`src/rtl/btb_pkg.sv`:
```
// Shared types and counter encodings for the branch target buffer.
package btb_pkg;

   localparam logic [1:0] CTR_SNT = 2'b00;
   localparam logic [1:0] CTR_WNT = 2'b01;
   localparam logic [1:0] CTR_WT  = 2'b10;
   localparam logic [1:0] CTR_ST  = 2'b11;

   localparam logic [1:0] CTR_RESET = CTR_WNT;
   localparam logic [1:0] CTR_ALLOC = CTR_WT;

   // Tags are stored zero-extended to the widest possible tag (ENTRIES >= 2).
   localparam int unsigned MAX_TAG_W = 30;

   typedef struct packed {
      logic                 valid;
      logic [MAX_TAG_W-1:0] tag;
      logic [31:0]          target;
      logic [1:0]           ctr;
   } btb_entry_t;

endpackage

```
`src/rtl/btb_ctr2.sv`:
```
// Next-state function of a 2-bit saturating taken/not-taken counter.
module btb_ctr2
   import btb_pkg::*;
(
   input  logic [1:0] ctr,
   input  logic       taken,
   output logic [1:0] ctr_next
);

   always_comb begin
      ctr_next = ctr;
      if (taken) begin
         if (ctr != CTR_ST) ctr_next = ctr + 2'd1;
      end else begin
         if (ctr != CTR_SNT) ctr_next = ctr - 2'd1;
      end
   end

endmodule

```
`src/rtl/btb_predictor.sv`:
```
// Direct-mapped BTB with 2-bit direction counters: IF lookup, EX resolve and train.
// Optional statistics counters are enabled by defining BTB_STATS_EN.
module btb_predictor
   import btb_pkg::*;
#(
   parameter int unsigned ENTRIES = 16,
   parameter int unsigned IDX_W   = $clog2(ENTRIES),
   parameter int unsigned TAG_W   = 30 - IDX_W
) (
   input  logic        clk,
   input  logic        rst_n,
   input  logic [31:0] if_pc,
   output logic        predict_taken,
   output logic [31:0] predicted_target,
   input  logic        ex_valid,
   input  logic        ex_is_branch,
   input  logic [31:0] ex_pc,
   input  logic        ex_taken,
   input  logic [31:0] ex_target,
   input  logic        ex_pred_taken,
   input  logic [31:0] ex_pred_target,
   output logic        miss_prediction,
   output logic [31:0] correct_address
`ifdef BTB_STATS_EN
   ,
   output logic [31:0] stat_branches,
   output logic [31:0] stat_mispredicts,
   output logic [31:0] stat_btb_hits
`endif
);

   btb_entry_t table_q [ENTRIES];

   logic [IDX_W-1:0] if_idx, ex_idx;
   logic [TAG_W-1:0] if_tag, ex_tag;
   logic             if_hit, ex_hit;
   btb_entry_t       if_entry, ex_entry, upd_entry;
   logic             upd_en;
   logic [1:0]       ctr_next;
   logic [31:0]      ex_seq_pc, actual_pc;
   logic             unused_pc_bits;

   assign unused_pc_bits = ^{if_pc[1:0]};

   assign if_idx   = if_pc[IDX_W+1:2];
   assign if_tag   = if_pc[31:IDX_W+2];
   assign ex_idx   = ex_pc[IDX_W+1:2];
   assign ex_tag   = ex_pc[31:IDX_W+2];
   assign if_entry = table_q[if_idx];
   assign ex_entry = table_q[ex_idx];

   assign if_hit = if_entry.valid && (if_entry.tag == MAX_TAG_W'(if_tag));
   assign ex_hit = ex_entry.valid && (ex_entry.tag == MAX_TAG_W'(ex_tag));

   // Lookup reads the registered table, so same-cycle training is not forwarded.
   assign predict_taken    = if_hit && if_entry.ctr[1];
   assign predicted_target = predict_taken ? if_entry.target : 32'd0;

   assign ex_seq_pc = ex_pc + 32'd4;
   assign actual_pc = ex_taken ? ex_target : ex_seq_pc;

   always_comb begin
      miss_prediction = 1'b0;
      correct_address = 32'd0;
      if (ex_valid) begin
         if (ex_is_branch) begin
            miss_prediction = (ex_pred_taken != ex_taken) ||
                              (ex_taken && (ex_pred_target != ex_target));
            if (miss_prediction) correct_address = actual_pc;
         end else if (ex_pred_taken) begin
            miss_prediction = 1'b1;
            correct_address = ex_seq_pc;
         end
      end
   end

   btb_ctr2 u_ctr2 (
      .ctr      (ex_entry.ctr),
      .taken    (ex_taken),
      .ctr_next (ctr_next)
   );

   always_comb begin
      upd_en    = 1'b0;
      upd_entry = ex_entry;
      if (ex_valid) begin
         if (ex_is_branch) begin
            if (ex_hit) begin
               upd_en        = 1'b1;
               upd_entry.ctr = ctr_next;
               if (ex_taken) upd_entry.target = ex_target;
            end else if (ex_taken) begin
               upd_en           = 1'b1;
               upd_entry.valid  = 1'b1;
               upd_entry.tag    = MAX_TAG_W'(ex_tag);
               upd_entry.target = ex_target;
               upd_entry.ctr    = CTR_ALLOC;
            end
         end else if (ex_hit) begin
            // A non-branch sitting in the table is a stale alias; drop it.
            upd_en          = 1'b1;
            upd_entry.valid = 1'b0;
         end
      end
   end

   always_ff @(posedge clk or negedge rst_n) begin
      if (!rst_n) begin
         for (int i = 0; i < int'(ENTRIES); i++) begin
            table_q[i] <= '{valid: 1'b0, tag: '0, target: '0, ctr: CTR_RESET};
         end
      end else if (upd_en) begin
         table_q[ex_idx] <= upd_entry;
      end
   end

`ifdef BTB_STATS_EN
   always_ff @(posedge clk or negedge rst_n) begin
      if (!rst_n) begin
         stat_branches    <= 32'd0;
         stat_mispredicts <= 32'd0;
         stat_btb_hits    <= 32'd0;
      end else begin
         if (ex_valid && ex_is_branch && (stat_branches != '1)) begin
            stat_branches <= stat_branches + 32'd1;
         end
         if (miss_prediction && (stat_mispredicts != '1)) begin
            stat_mispredicts <= stat_mispredicts + 32'd1;
         end
         if (predict_taken && (stat_btb_hits != '1)) begin
            stat_btb_hits <= stat_btb_hits + 32'd1;
         end
      end
   end
`endif

endmodule
```
`config.mk`:
```
export PLATFORM = sky130hd
export DESIGN_NAME = btb_predictor
export DESIGN_NICKNAME = d
export VERILOG_FILES = /design/src/rtl/btb_pkg.sv /design/src/rtl/btb_ctr2.sv /design/src/rtl/btb_predictor.sv
export SDC_FILE = /design/constraint.sdc
export NUM_CORES = 2
export LEC_CHECK = 0
export ABC_CLOCK_PERIOD_IN_PS = 7800
export CAP_MARGIN = 30
export CORE_ASPECT_RATIO = 1.2
export CORE_MARGIN = 3
export CORE_UTILIZATION = 38
export DETAILED_ROUTE_END_ITERATION = 7
export GPL_TIMING_DRIVEN = 0
export PLACE_DENSITY = 0.62
export SLEW_MARGIN = 30
export SYNTH_ARGS = -nofsm -noshare
export SYNTH_HDL_FRONTEND = slang
export SYNTH_SLANG_ARGS = --single-unit
```
`constraint.sdc`:
```
create_clock -name clk -period 7.8 [get_ports clk]
set_input_delay 1.95 -clock clk [delete_from_list [all_inputs] [get_ports clk]]
set_output_delay 1.95 -clock clk [all_outputs]
set_load 0.1 [all_outputs]
```
==> metrics.md <==
| Metric | Value |
|---|---|
| Status | finished, violations left |
| Failing checks | negative setup slack |
| EDFF count, synth | 0 |
| Cts hold-fix bufs | 0 |
| GRT Total Usage | 32.51% |
| Post-synthesis sequential area ratio | 46.15% |
| Setup-failing EPs final | 44 |
| Commonest non-fill, non-tap cell in the layout | dfrtp_1 |
| Skew final | 0.05993 ns |
| Via/cell ratio | 6.463 |
| Reg2reg end | table_q[121]$_DFFE_PN0P_ |
| R2r worst-path depth | 13 |
| Unique masters post-synth | 73 |
| CTS tree | done |
| Yosys top cell area share | 45.40% |
| Startpoint types | primary input |
| Area Overhead vs Synth | 16.65% |
| Yosys top cell by area | dfrtp_1 |
| IO Port Bufs | 184 |
| Final ANT Viol Nets | 0 |
| Hold WS | 0.4843 ns |
| Setup CP Type | in -> reg |
| Number of synthesized register bits | 1,040 |
| RSZ-0062 raised after global routing | no |
| Fill cell count | 13,730 |
| WL per Instance | 34.84 um |
| Max Freq | 124.3 MHz |
| Multi-input logic area | 28,160 um2 |
| Largest net degree at the start of global routing | 121 |
| Pins Over Slew Limit | 0 |
| CP cell instances | buf_2, buf_6, buf_6, buf_6, inv_2, buf_2, mux2i_1, mux2i_1, xnor2_1, nand4_1, nor4_2, and4b_1, buf_2, o2111ai_2, clkbuf_2, buf_2, nand2_1, o21ai_1 |
| Total gr overflow | 0 |
| Layout net count | 5,310 |
| Met2 WL post-DR | 109.9 mm |
| Clk_lat worst skew | 0.76 ns |
| TritonCTS Sinks | 1,040 |
| Avg Inst Size Synth | 11.64 um2 |
| Setup TNS | -5.762 ns |
| Synthesized Nets | 4,988 |
| Period utilisation layout | 103.1% |
| DIE WIDTH | 357.8 um |
| Die ar. | 153,200 um2 |
| I/O pins | 200 |
| Met3 wire length | 35.55 mm |
| Post-synthesis instance total | 4,850 |
| Crit path max-delay family | buffers and inverters |
| Storage cell area | 26,050 um2 |
| Hold Path Class | reg -> reg |
| Slew headroom | 19.62% |
| Min-delay src | table_q[975]$_DFFE_PN1P_ |
| Top sig layer | met5 |
| First-pass GRT wire length | 352.2 mm |
| Vias in the first global route | 46,560 |
| CP Capture Point | table_q[121]$_DFFE_PN0P_ |
| Mapped cell area | 56,440 um2 |
| First DRT Iteration DRCs | 7,104 |
| Largest stage delay, worst path | 0.85 ns |
| Slew @ Worst Pin | 1.206 ns |
| DRC | 0 |
| Worst r2r src | table_q[310]$_DFFE_PN0P_ |
| CP dominant cell by count | buf_2 |
| Crit. Startpoint | ex_pc[3] |
| Synth Flop Type | dfrtp_1 |
| Core ar. | 147,200 um2 |
| Crit path depth | 18 |
| Ys async rst share | 100.0% |
| Number of max-cap violations | 0 |
| M1 wire length | 86.33 mm |
| Dpl hpwl | 175.3 mm |
| Synth warn | 0 |
| Area contributors post-synth | dfrtp_1 45%, mux4_2 22%, nor2_1 4.5%, a21oi_1 4.0%, mux2i_1 3.3% |
| Register clock-pin slew on the reported worst setup and hold paths | 0.06 ns |
| Final Total Pwr | 16,520 uW |
| PwrDens | 251.0 nW/um2 |
| Share of layout cells above drive strength 1 | 28.11% |
| Via count | 46,660 |
| CTS H-tree depth | 3 |
| Req. time, crit path | 8.36 ns |
| Initial antenna violation count | 6 |
| Die Ht | 428.2 um |
| Clock buffer count from CTS | 115 |
| Initial core utilization | 38.34% |
| Setup WS post-layout | -0.2422 ns |
| Clock Path Buffers | 3 |
| Most flop-heavy register | table_q |
| Reg2Reg Setup Slack | 2.14 ns |
| TritonRoute pass-1 iters | 8 |
| Site row count | 154 |
| Fin. Hold Viols | 0 |
| Post-DP Area | 61,330 um2 |
| VDD IR max | 0.1910 mV |
| Placed insts | 7,000 |
| Slowest CP cell | nor4_2 |
| Max reg flops | 1,040 |
| WL final | 251.6 mm |
| Routability cong. | 1.030 |
| CP arrival | 8.61 ns |
| CTS Root Cell | clkbuf_16 |
| LEAKAGE | 0.02773 uW |
| Fin crit period | 8.042 ns |
| Commonest non-fill, non-tap cells in the layout | 1,024 x dfrtp_1, 681 x nor2_1, 548 x mux4_2 |
| Crit end category | flop |
| Buf+Inv Stages, Crit Path | 9 |
| Final instance area | 65,840 um2 |
| Crit Path Max Fanout | 11 |
| Finished Layout Cells | 7,220 |
| Largest regs | table_q (1040) |
## cells by family after synthesis
group | after synthesis | synth area share (%)
AOI/OAI and AO/OA | 1075 | 11.40
xor gates and xnor gates | 117 | 1.816
adders and majority gates | 4 | 0.08868
DFF | 1040 | 46.15
muxes | 788 | 26.36
and+or+nand+nor | 1286 | 9.633
buffers and inverters | 540 | 4.552
## what timing repair did
action | in CTS | in global routing
cloned | 0 | 0
buffers inserted | 8 | 0
hold endpoints to repair | 0 | 0
gates resized for setup | 440 | 59
endpoints found under the setup margin | 237 | 51
pin swaps | 6 | 3
## synth_stat cells (all sizes together), types with 22 or more instances
| cell type | instances |
|---|---|
| dfrtp | 1024 |
| nor2 | 682 |
| a21oi | 647 |
| mux4 | 548 |
| nand2 | 355 |
| o21ai | 323 |
| buf | 280 |
| mux2i | 211 |
| clkbuf | 181 |
| nor2b | 87 |
| inv | 79 |
| xnor2 | 65 |
| xor2 | 52 |
| a211oi | 40 |
| mux2 | 29 |
| and2 | 25 |
| nand3 | 25 |
| nor3 | 24 |
| nand4 | 22 |
## worst register-to-register path, stage by stage, from the launching register on
cell	delay [ns]
dfrtp_1	0.41
mux4_2	0.53
nor2_1	0.20
nor4_1	0.08
a2111oi_0	0.65
nand4_1	0.29
nor4_2	0.85
and4b_1	0.31
buf_2	0.24
o2111ai_2	0.59
clkbuf_2	0.63
buf_2	0.49
nand2_1	0.16
o21ai_1	0.08
## area by class of cell
type | count | area share [%]
antenna | 5 | 0.01900
buffer | 457 | 4.080
clock inverter | 38 | 0.6728
tap | 1950 | 3.706
timing repair buffer | 209 | 3.535
inverter | 79 | 0.4504
multi-input combinational | 3270 | 42.78
clock buffer | 172 | 5.200
sequential | 1040 | 39.56
## report_power, final
part | switching [uW] | internal (uW)
logic | 2080 | 1760
clock network | 2430 | 3280
registers | 726 | 6250
## per-layer routing
layer	GRT usage [%]	up-vias
met3	13.20	930
li1	-	18220
met4	21.20	6
met2	47.42	3671
met5	0.8254	-
met1	39.57	23840
## how the worst min path moves through the flow
stage,to,slack [ns],depth (start not counted)
global placement,table_q[975]$_DFFE_PN1P_,0.47,2
global route,table_q[975]$_DFFE_PN1P_,0.51,2
floorplan,table_q[65]$_DFFE_PN1P_,0.46,2
CTS,table_q[65]$_DFFE_PN1P_,0.49,2
finish,table_q[975]$_DFFE_PN1P_,0.48,2
detailed placement,table_q[780]$_DFFE_PN1P_,0.48,2
## through the flow
| step | setup WS, ns | utilization (%) |
|---|---|---|
| floorplan | -0.2028 | - |
| global placement | -42.58 | 41.33 |
| detailed placement | -3.585 | 41.66 |
| CTS | 0.0002234 | 44.59 |
| global route | 0.0005573 | 44.72 |
| finish | -0.2422 | 44.72 |
(Power assumes the default switching activity.)
